$ cat config.mk
export PLATFORM = sky130hd
export DESIGN_NAME = mux_4x1_rr_arbiter_flat
export DESIGN_NICKNAME = d
export VERILOG_FILES = /design/src/rtl/mux_4x1_rr_arbiter_if.sv /design/src/rtl/mux_4x1_rr_arbiter.sv /design/src/flat_wrapper.sv
export SDC_FILE = /design/constraint.sdc
export NUM_CORES = 1
export LEC_CHECK = 0
export ABC_CLOCK_PERIOD_IN_PS = 2000
export CORE_ASPECT_RATIO = 0.75
export CORE_MARGIN = 2
export CORE_UTILIZATION = 25
export CTS_CLUSTER_DIAMETER = 200
export DETAILED_ROUTE_END_ITERATION = 8
export HOLD_SLACK_MARGIN = 0.06
export RECOVER_POWER = 25
export SETUP_SLACK_MARGIN = 0.05
export SKIP_LAST_GASP = 1
export SLEW_MARGIN = 0
export SYNTH_ARGS = -nofsm -noshare
export SYNTH_HDL_FRONTEND = slang
export SYNTH_SLANG_ARGS = --single-unit
$ cat constraint.sdc
create_clock -name clk -period 2 [get_ports clk]
set_input_delay 0.3 -clock clk [delete_from_list [all_inputs] [get_ports clk]]
set_output_delay 0.3 -clock clk [all_outputs]
set_load 0.05 [all_outputs]
$ cat src/rtl/mux_4x1_rr_arbiter_if.sv
`default_nettype none
// ============================================================================
// mux_4x1_rr_arbiter_if : handshake bundle for the 4:1 round-robin collector
// Revision 1.0
// ============================================================================
interface mux_4x1_rr_arbiter_if #(
    parameter int DW = 8
);
    logic [3:0]      in_valid;
    logic [4*DW-1:0] in_data;
    logic [3:0]      in_ready;
    logic            out_valid;
    logic [DW-1:0]   out_data;
    logic [1:0]      out_sel;
    logic            out_ready;
    logic [15:0]     xfer_count;

    // Collector side
    modport slave (
        input  in_valid,
        input  in_data,
        input  out_ready,
        output in_ready,
        output out_valid,
        output out_data,
        output out_sel,
        output xfer_count
    );

    // Producer / consumer side
    modport master (
        output in_valid,
        output in_data,
        output out_ready,
        input  in_ready,
        input  out_valid,
        input  out_data,
        input  out_sel,
        input  xfer_count
    );
endinterface
`default_nettype wire

$ cat src/rtl/mux_4x1_rr_arbiter.sv
`default_nettype none
// ============================================================================
// mux_4x1_rr_arbiter : four valid/ready streams merged round-robin into one
//                      registered output beat tagged with its source index
// Revision 1.0
// ============================================================================
module mux_4x1_rr_arbiter #(
    parameter int DW = 8
) (
    input  wire logic           clk,
    input  wire logic           rst_n,
    mux_4x1_rr_arbiter_if.slave bus
);
    localparam logic [15:0] COUNT_MAX = 16'hFFFF;
    localparam logic [1:0]  LAST_RST  = 2'd3;

    typedef enum logic [0:0] {
        EMPTY = 1'b0,
        FULL  = 1'b1
    } state_t;

    state_t        state;
    state_t        state_next;
    logic [1:0]    last;
    logic [DW-1:0] hold_data;
    logic [1:0]    hold_sel;
    logic [15:0]   count;

    logic [3:0]    grant;
    logic [1:0]    grant_idx;
    logic          grant_any;
    logic          slot_free;
    logic          in_xfer;
    logic [DW-1:0] grant_data;

    // First valid channel after the last winner, wrapping back to it last.
    always_comb begin : grant_search
        logic [1:0] cand;
        grant_any = 1'b0;
        grant_idx = last;
        cand      = last;
        for (int k = 1; k <= 4; k++) begin
            cand = last + 2'(k);
            if (!grant_any && bus.in_valid[cand]) begin
                grant_any = 1'b1;
                grant_idx = cand;
            end
        end
        grant = grant_any ? (4'b0001 << grant_idx) : 4'b0000;
    end

    assign slot_free  = (state == EMPTY) || bus.out_ready;
    // rst_n term keeps every ready low while reset is held.
    assign bus.in_ready = grant & {4{slot_free & rst_n}};
    assign in_xfer    = |bus.in_ready;
    assign grant_data = bus.in_data[grant_idx*DW +: DW];

    always_ff @(posedge clk or negedge rst_n) begin
        if (!rst_n) begin
            state <= EMPTY;
        end else begin
            state <= state_next;
        end
    end

    always_comb begin
        state_next = state;
        case (state)
            EMPTY: begin
                if (in_xfer) begin
                    state_next = FULL;
                end
            end
            FULL: begin
                if (!in_xfer && bus.out_ready) begin
                    state_next = EMPTY;
                end
            end
            default: state_next = EMPTY;
        endcase
    end

    always_ff @(posedge clk or negedge rst_n) begin
        if (!rst_n) begin
            hold_data <= '0;
            hold_sel  <= 2'd0;
            last      <= LAST_RST;
            count     <= 16'd0;
        end else if (in_xfer) begin
            hold_data <= grant_data;
            hold_sel  <= grant_idx;
            last      <= grant_idx;
            if (count != COUNT_MAX) begin
                count <= count + 16'd1;
            end
        end
    end

    assign bus.out_valid  = (state == FULL);
    assign bus.out_data   = hold_data;
    assign bus.out_sel    = hold_sel;
    assign bus.xfer_count = count;

endmodule
`default_nettype wire

$ cat src/flat_wrapper.sv
// flat-port wrapper written by rule: the top's interface ports become plain ports
module mux_4x1_rr_arbiter_flat 
#(
    parameter int DW = 8
)
  (clk, rst_n, bus_in_valid, bus_in_data, bus_out_ready, bus_in_ready, bus_out_valid, bus_out_data, bus_out_sel, bus_xfer_count);
  mux_4x1_rr_arbiter_if #(.DW(DW)) bus_i ();
  input  wire logic clk;
  input  wire logic rst_n;
  input wire logic [$bits(bus_i.in_valid)-1:0] bus_in_valid;
  input wire logic [$bits(bus_i.in_data)-1:0] bus_in_data;
  input wire logic [$bits(bus_i.out_ready)-1:0] bus_out_ready;
  output wire logic [$bits(bus_i.in_ready)-1:0] bus_in_ready;
  output wire logic [$bits(bus_i.out_valid)-1:0] bus_out_valid;
  output wire logic [$bits(bus_i.out_data)-1:0] bus_out_data;
  output wire logic [$bits(bus_i.out_sel)-1:0] bus_out_sel;
  output wire logic [$bits(bus_i.xfer_count)-1:0] bus_xfer_count;
  assign bus_i.in_valid = bus_in_valid;
  assign bus_i.in_data = bus_in_data;
  assign bus_i.out_ready = bus_out_ready;
  assign bus_in_ready = bus_i.in_ready;
  assign bus_out_valid = bus_i.out_valid;
  assign bus_out_data = bus_i.out_data;
  assign bus_out_sel = bus_i.out_sel;
  assign bus_xfer_count = bus_i.xfer_count;
  mux_4x1_rr_arbiter #(.DW(DW)) u_core (.clk(clk), .rst_n(rst_n), .bus(bus_i));
endmodule
==> flow_metrics.env <==
export IMPL_outcome="finished, violations left"
export IMPL_violations="setup timing"
export IMPL_cp_start_kind="flop"
export IMPL_setup_viol=12
export IMPL_path_buf_inv=3
export IMPL_crit_arrival_ns=1.84
export IMPL_reg2reg_slack_ns=-0.09
export IMPL_synth_edf_count=0
export IMPL_synth_top_flop_cell="dfrtp_1"
export IMPL_wirelength_um=5510
export IMPL_tritoncts="built"
export IMPL_required_ns=1.70
export IMPL_drt_iter0_drc=58
export IMPL_hold_viol=0
export IMPL_io_pins=70
export IMPL_rr_worst_depth=7
export IMPL_grt_pass1_wl_um=9050
export IMPL_reg2reg_to="u_core.bus.out_data[2]$_DFFE_PN0P_"
export IMPL_synth_top_cell_by_area="dfrtp_1"
export IMPL_antenna_cells=0
export IMPL_tightest_slew_ns=0.762
export IMPL_crit_chain="nand2b_4 > nor2_4 > buf_12 > nor3_4 > buf_12 > nor2_4 > buf_12"
export IMPL_vias=1709
export IMPL_max_vdd_ir_drop_uv=751
export IMPL_cp_top_family="simple AND/OR/NAND/NOR gates"
export IMPL_numCtsBuffers=5
export IMPL_syn_area_per_cell_um2=10.1
export IMPL_synth_yosys_seq_area_share_pct=42.7
export IMPL_clk_pin_slew_ns=0.08
export IMPL_r2r_start="u_core.last[0]$_DFFE_PN1P_"
export IMPL_slew_headroom_pct=49.2
export IMPL_layout_drive_gt1_share_pct=31.4
export IMPL_fin_area_um2=3010
export IMPL_dieWidth_um=99.3
export IMPL_async_flop_share_pct=100
export IMPL_die_area_um2=7500
export IMPL_synth_seq_cells=29
export IMPL_leakage_uw=0.00127
export IMPL_htreeDepth=2
export IMPL_grt_pass1_vias=1825
export IMPL_numPortBuffers=69
export IMPL_clock_sinks=29
export IMPL_routabilityCongestion=0.746
export IMPL_firstDrtPassIters=4
export IMPL_slowest_stage="dfstp_2"
export IMPL_tns_ns=-1.06
export IMPL_post_route_min_period_ns=2.14
export IMPL_place_area_um2=2770
export IMPL_max_stage_delay_ns=0.55
export IMPL_num_fill_cells=649
export IMPL_path_common_cell="buf_12"
export IMPL_hp_start="u_core.bus.xfer_count[15]$_DFFE_PN0P_"
export IMPL_fin_skew_ns=0.00797
export IMPL_holdPathStages=1
export IMPL_timing_final_crit_share_pct=107
export IMPL_syn2layout_area_growth_pct=76.7
export IMPL_ff_latch_area_um2=739
export IMPL_grt_overflow_total=0
export IMPL_netlist_area_um2=1700
export IMPL_rsz0062_at_grt="true"
export IMPL_ys_warn_count=0
export IMPL_path_class="flop to output pin"
export IMPL_syn_inst=169
export IMPL_critPathLaunch="u_core.last[0]$_DFFE_PN1P_"
export IMPL_yosysMostFrequentCell="dfrtp_1"
export IMPL_fin_nets=310
export IMPL_cts_path_max_buffers=2
export IMPL_crit_path_end_kind="output pin"
export IMPL_synthTopCellsByArea="dfrtp_1, mux2_4, a221o_1"
export IMPL_yosysUniqueCellTypes=38
export IMPL_die_y_um=75.5
export IMPL_min_path_type="flop to flop"
export IMPL_grt_max_degree=30
export IMPL_dpl_hpwl_um=4040
export IMPL_max_freq_mhz=467
export IMPL_worst_slack_ns=-0.141
export IMPL_grt_util_all_layers_pct=15.5
export IMPL_synth_top_cell_area_share_pct=39.6
export IMPL_powerDensity_nw_per_um2=1280
export IMPL_initial_core_util_pct=25.4
export IMPL_crit_fanout=6
export IMPL_ctsRootBufferMaster="clkbuf_8"
export IMPL_vias_per_cell=4.81
export IMPL_synth_common_cells="dfrtp_1, nor2_1, a21oi_1, nor3_1, nand4_1"
export IMPL_synthesis_nets=209
export IMPL_maxSlewViolCount=0
export IMPL_multi_input_area_um2=1020
export IMPL_rows=26
export IMPL_core_area_um2=6700
export IMPL_hold_end="u_core.bus.xfer_count[15]$_DFFE_PN0P_"
export IMPL_drv_cap=0
export IMPL_clk_latency_ns=0.28
export IMPL_antenna_found_initial=0
export IMPL_drc_errors=0
export IMPL_ant_nets=0
export IMPL_wl_per_cell_um=15.5
-- stage by stage --
stage,util (%),std cells,setup slack [ns],hold WS [ns],power [uW]
after floorplan,-,169,-0.0492,0.00441,2300
after global placement,41.3,339,-0.348,0.467,3060
after detailed placement,41.3,339,-0.352,0.474,3080
after CTS,44.6,354,-0.152,0.485,3860
after global routing,44.9,355,-0.200,0.502,4070
final,44.9,355,-0.141,0.485,3860
-- registers in the layout, summed over array words and instances (netlist names) --
| signal | flops |
|---|---|
| u_core.bus.out_data | 8 |
| u_core.bus.out_sel | 2 |
| u_core.bus.out_valid | 1 |
| u_core.bus.xfer_count | 16 |
| u_core.last | 2 |
-- final cells by class --
| type | count | share of cell area, % |
|---|---|---|
| sequential | 29 | 24.6 |
| clock buffer | 6 | 2.74 |
| clock inverter | 2 | 1.25 |
| inverter | 5 | 0.623 |
| timing repair buffer | 103 | 33.5 |
| multi-input combinational | 126 | 33.8 |
| tap | 84 | 3.49 |
-- kinds of logic (layout without fill, tap and decap cells) --
kind of cell	Yosys count	after routing	share of synthesized area, %
adder cells (fa/ha/maj)	1	1	0.734
flip-flops	29	29	42.7
AO/OA/AOI/OAI	35	35	16.6
multiplexers	9	9	7.27
AND/OR/NAND/NOR	66	66	20.4
buffers and inverters	14	116	4.55
XOR/XNOR	15	15	7.71
-- per-layer routing --
metal	vias up	track usage, %	wire, um
li1	834	-	-
met1	807	20.5	2630
met2	64	25.5	2410
met3	4	4.77	437
met4	0	3.65	31
met5	-	0	0
-- power by group --
group / leakage [uW] / total [uW] / internal [uW] / switching (uW)
registers: 0.000343 / 967 / 790 / 177
clock network: 0.0000574 / 662 / 405 / 257
logic: 0.000868 / 2230 / 955 / 1270
-- worst reg2reg max path: cells and delay by family (launching register included) --
family	cells	cell delay (ns)
flip-flops	1	0.55
AND/OR/NAND/NOR	3	0.51
buffers and inverters	2	0.33
multiplexers	1	0.30
AO/OA/AOI/OAI	1	0.29
-- cells in the final DEF (no fill, tap or decap), types with 2 or more instances in the layout --
cell,count
nand4_1,10
xnor2_1,6
or2_1,2
buf_4,29
nor3_1,9
nor2_4,3
a221o_1,8
clkdlybuf4s50_1,61
nand3_1,7
o31ai_1,8
nand2_2,2
dfrtp_2,9
a21oi_1,10
nor3_4,3
clkbuf_8,6
nor2_1,10
nand2_1,7
dfstp_2,2
buf_12,6
xor2_1,9
nand2b_4,2
inv_1,5
dlygate4sd2_1,3
dfrtp_1,18
mux2_4,8
nand2b_1,2
-- worst max path at each step --
stage / cells past startpoint / endpoint / slack, ns
final: 7 / bus_in_ready[3] / -0.14
after detailed placement: 7 / u_core.bus.out_data[7]$_DFFE_PN0P_ / -0.35
after floorplan: 8 / u_core.bus.out_data[1]$_DFFE_PN0P_ / -0.05
after CTS: 5 / bus_in_ready[2] / -0.15
after global routing: 7 / bus_in_ready[3] / -0.20
after global placement: 7 / u_core.bus.out_data[7]$_DFFE_PN0P_ / -0.35
-- what timing repair did --
item | 4_1_cts | 5_1_grt
setup endpoints to repair | 15 | 14
setup buffers | 7 | 1
resized for setup | 12 | 4
pin swaps | 10 | 5
hold buffers | 0 | 0
Power figures use the tool's default switching activity.
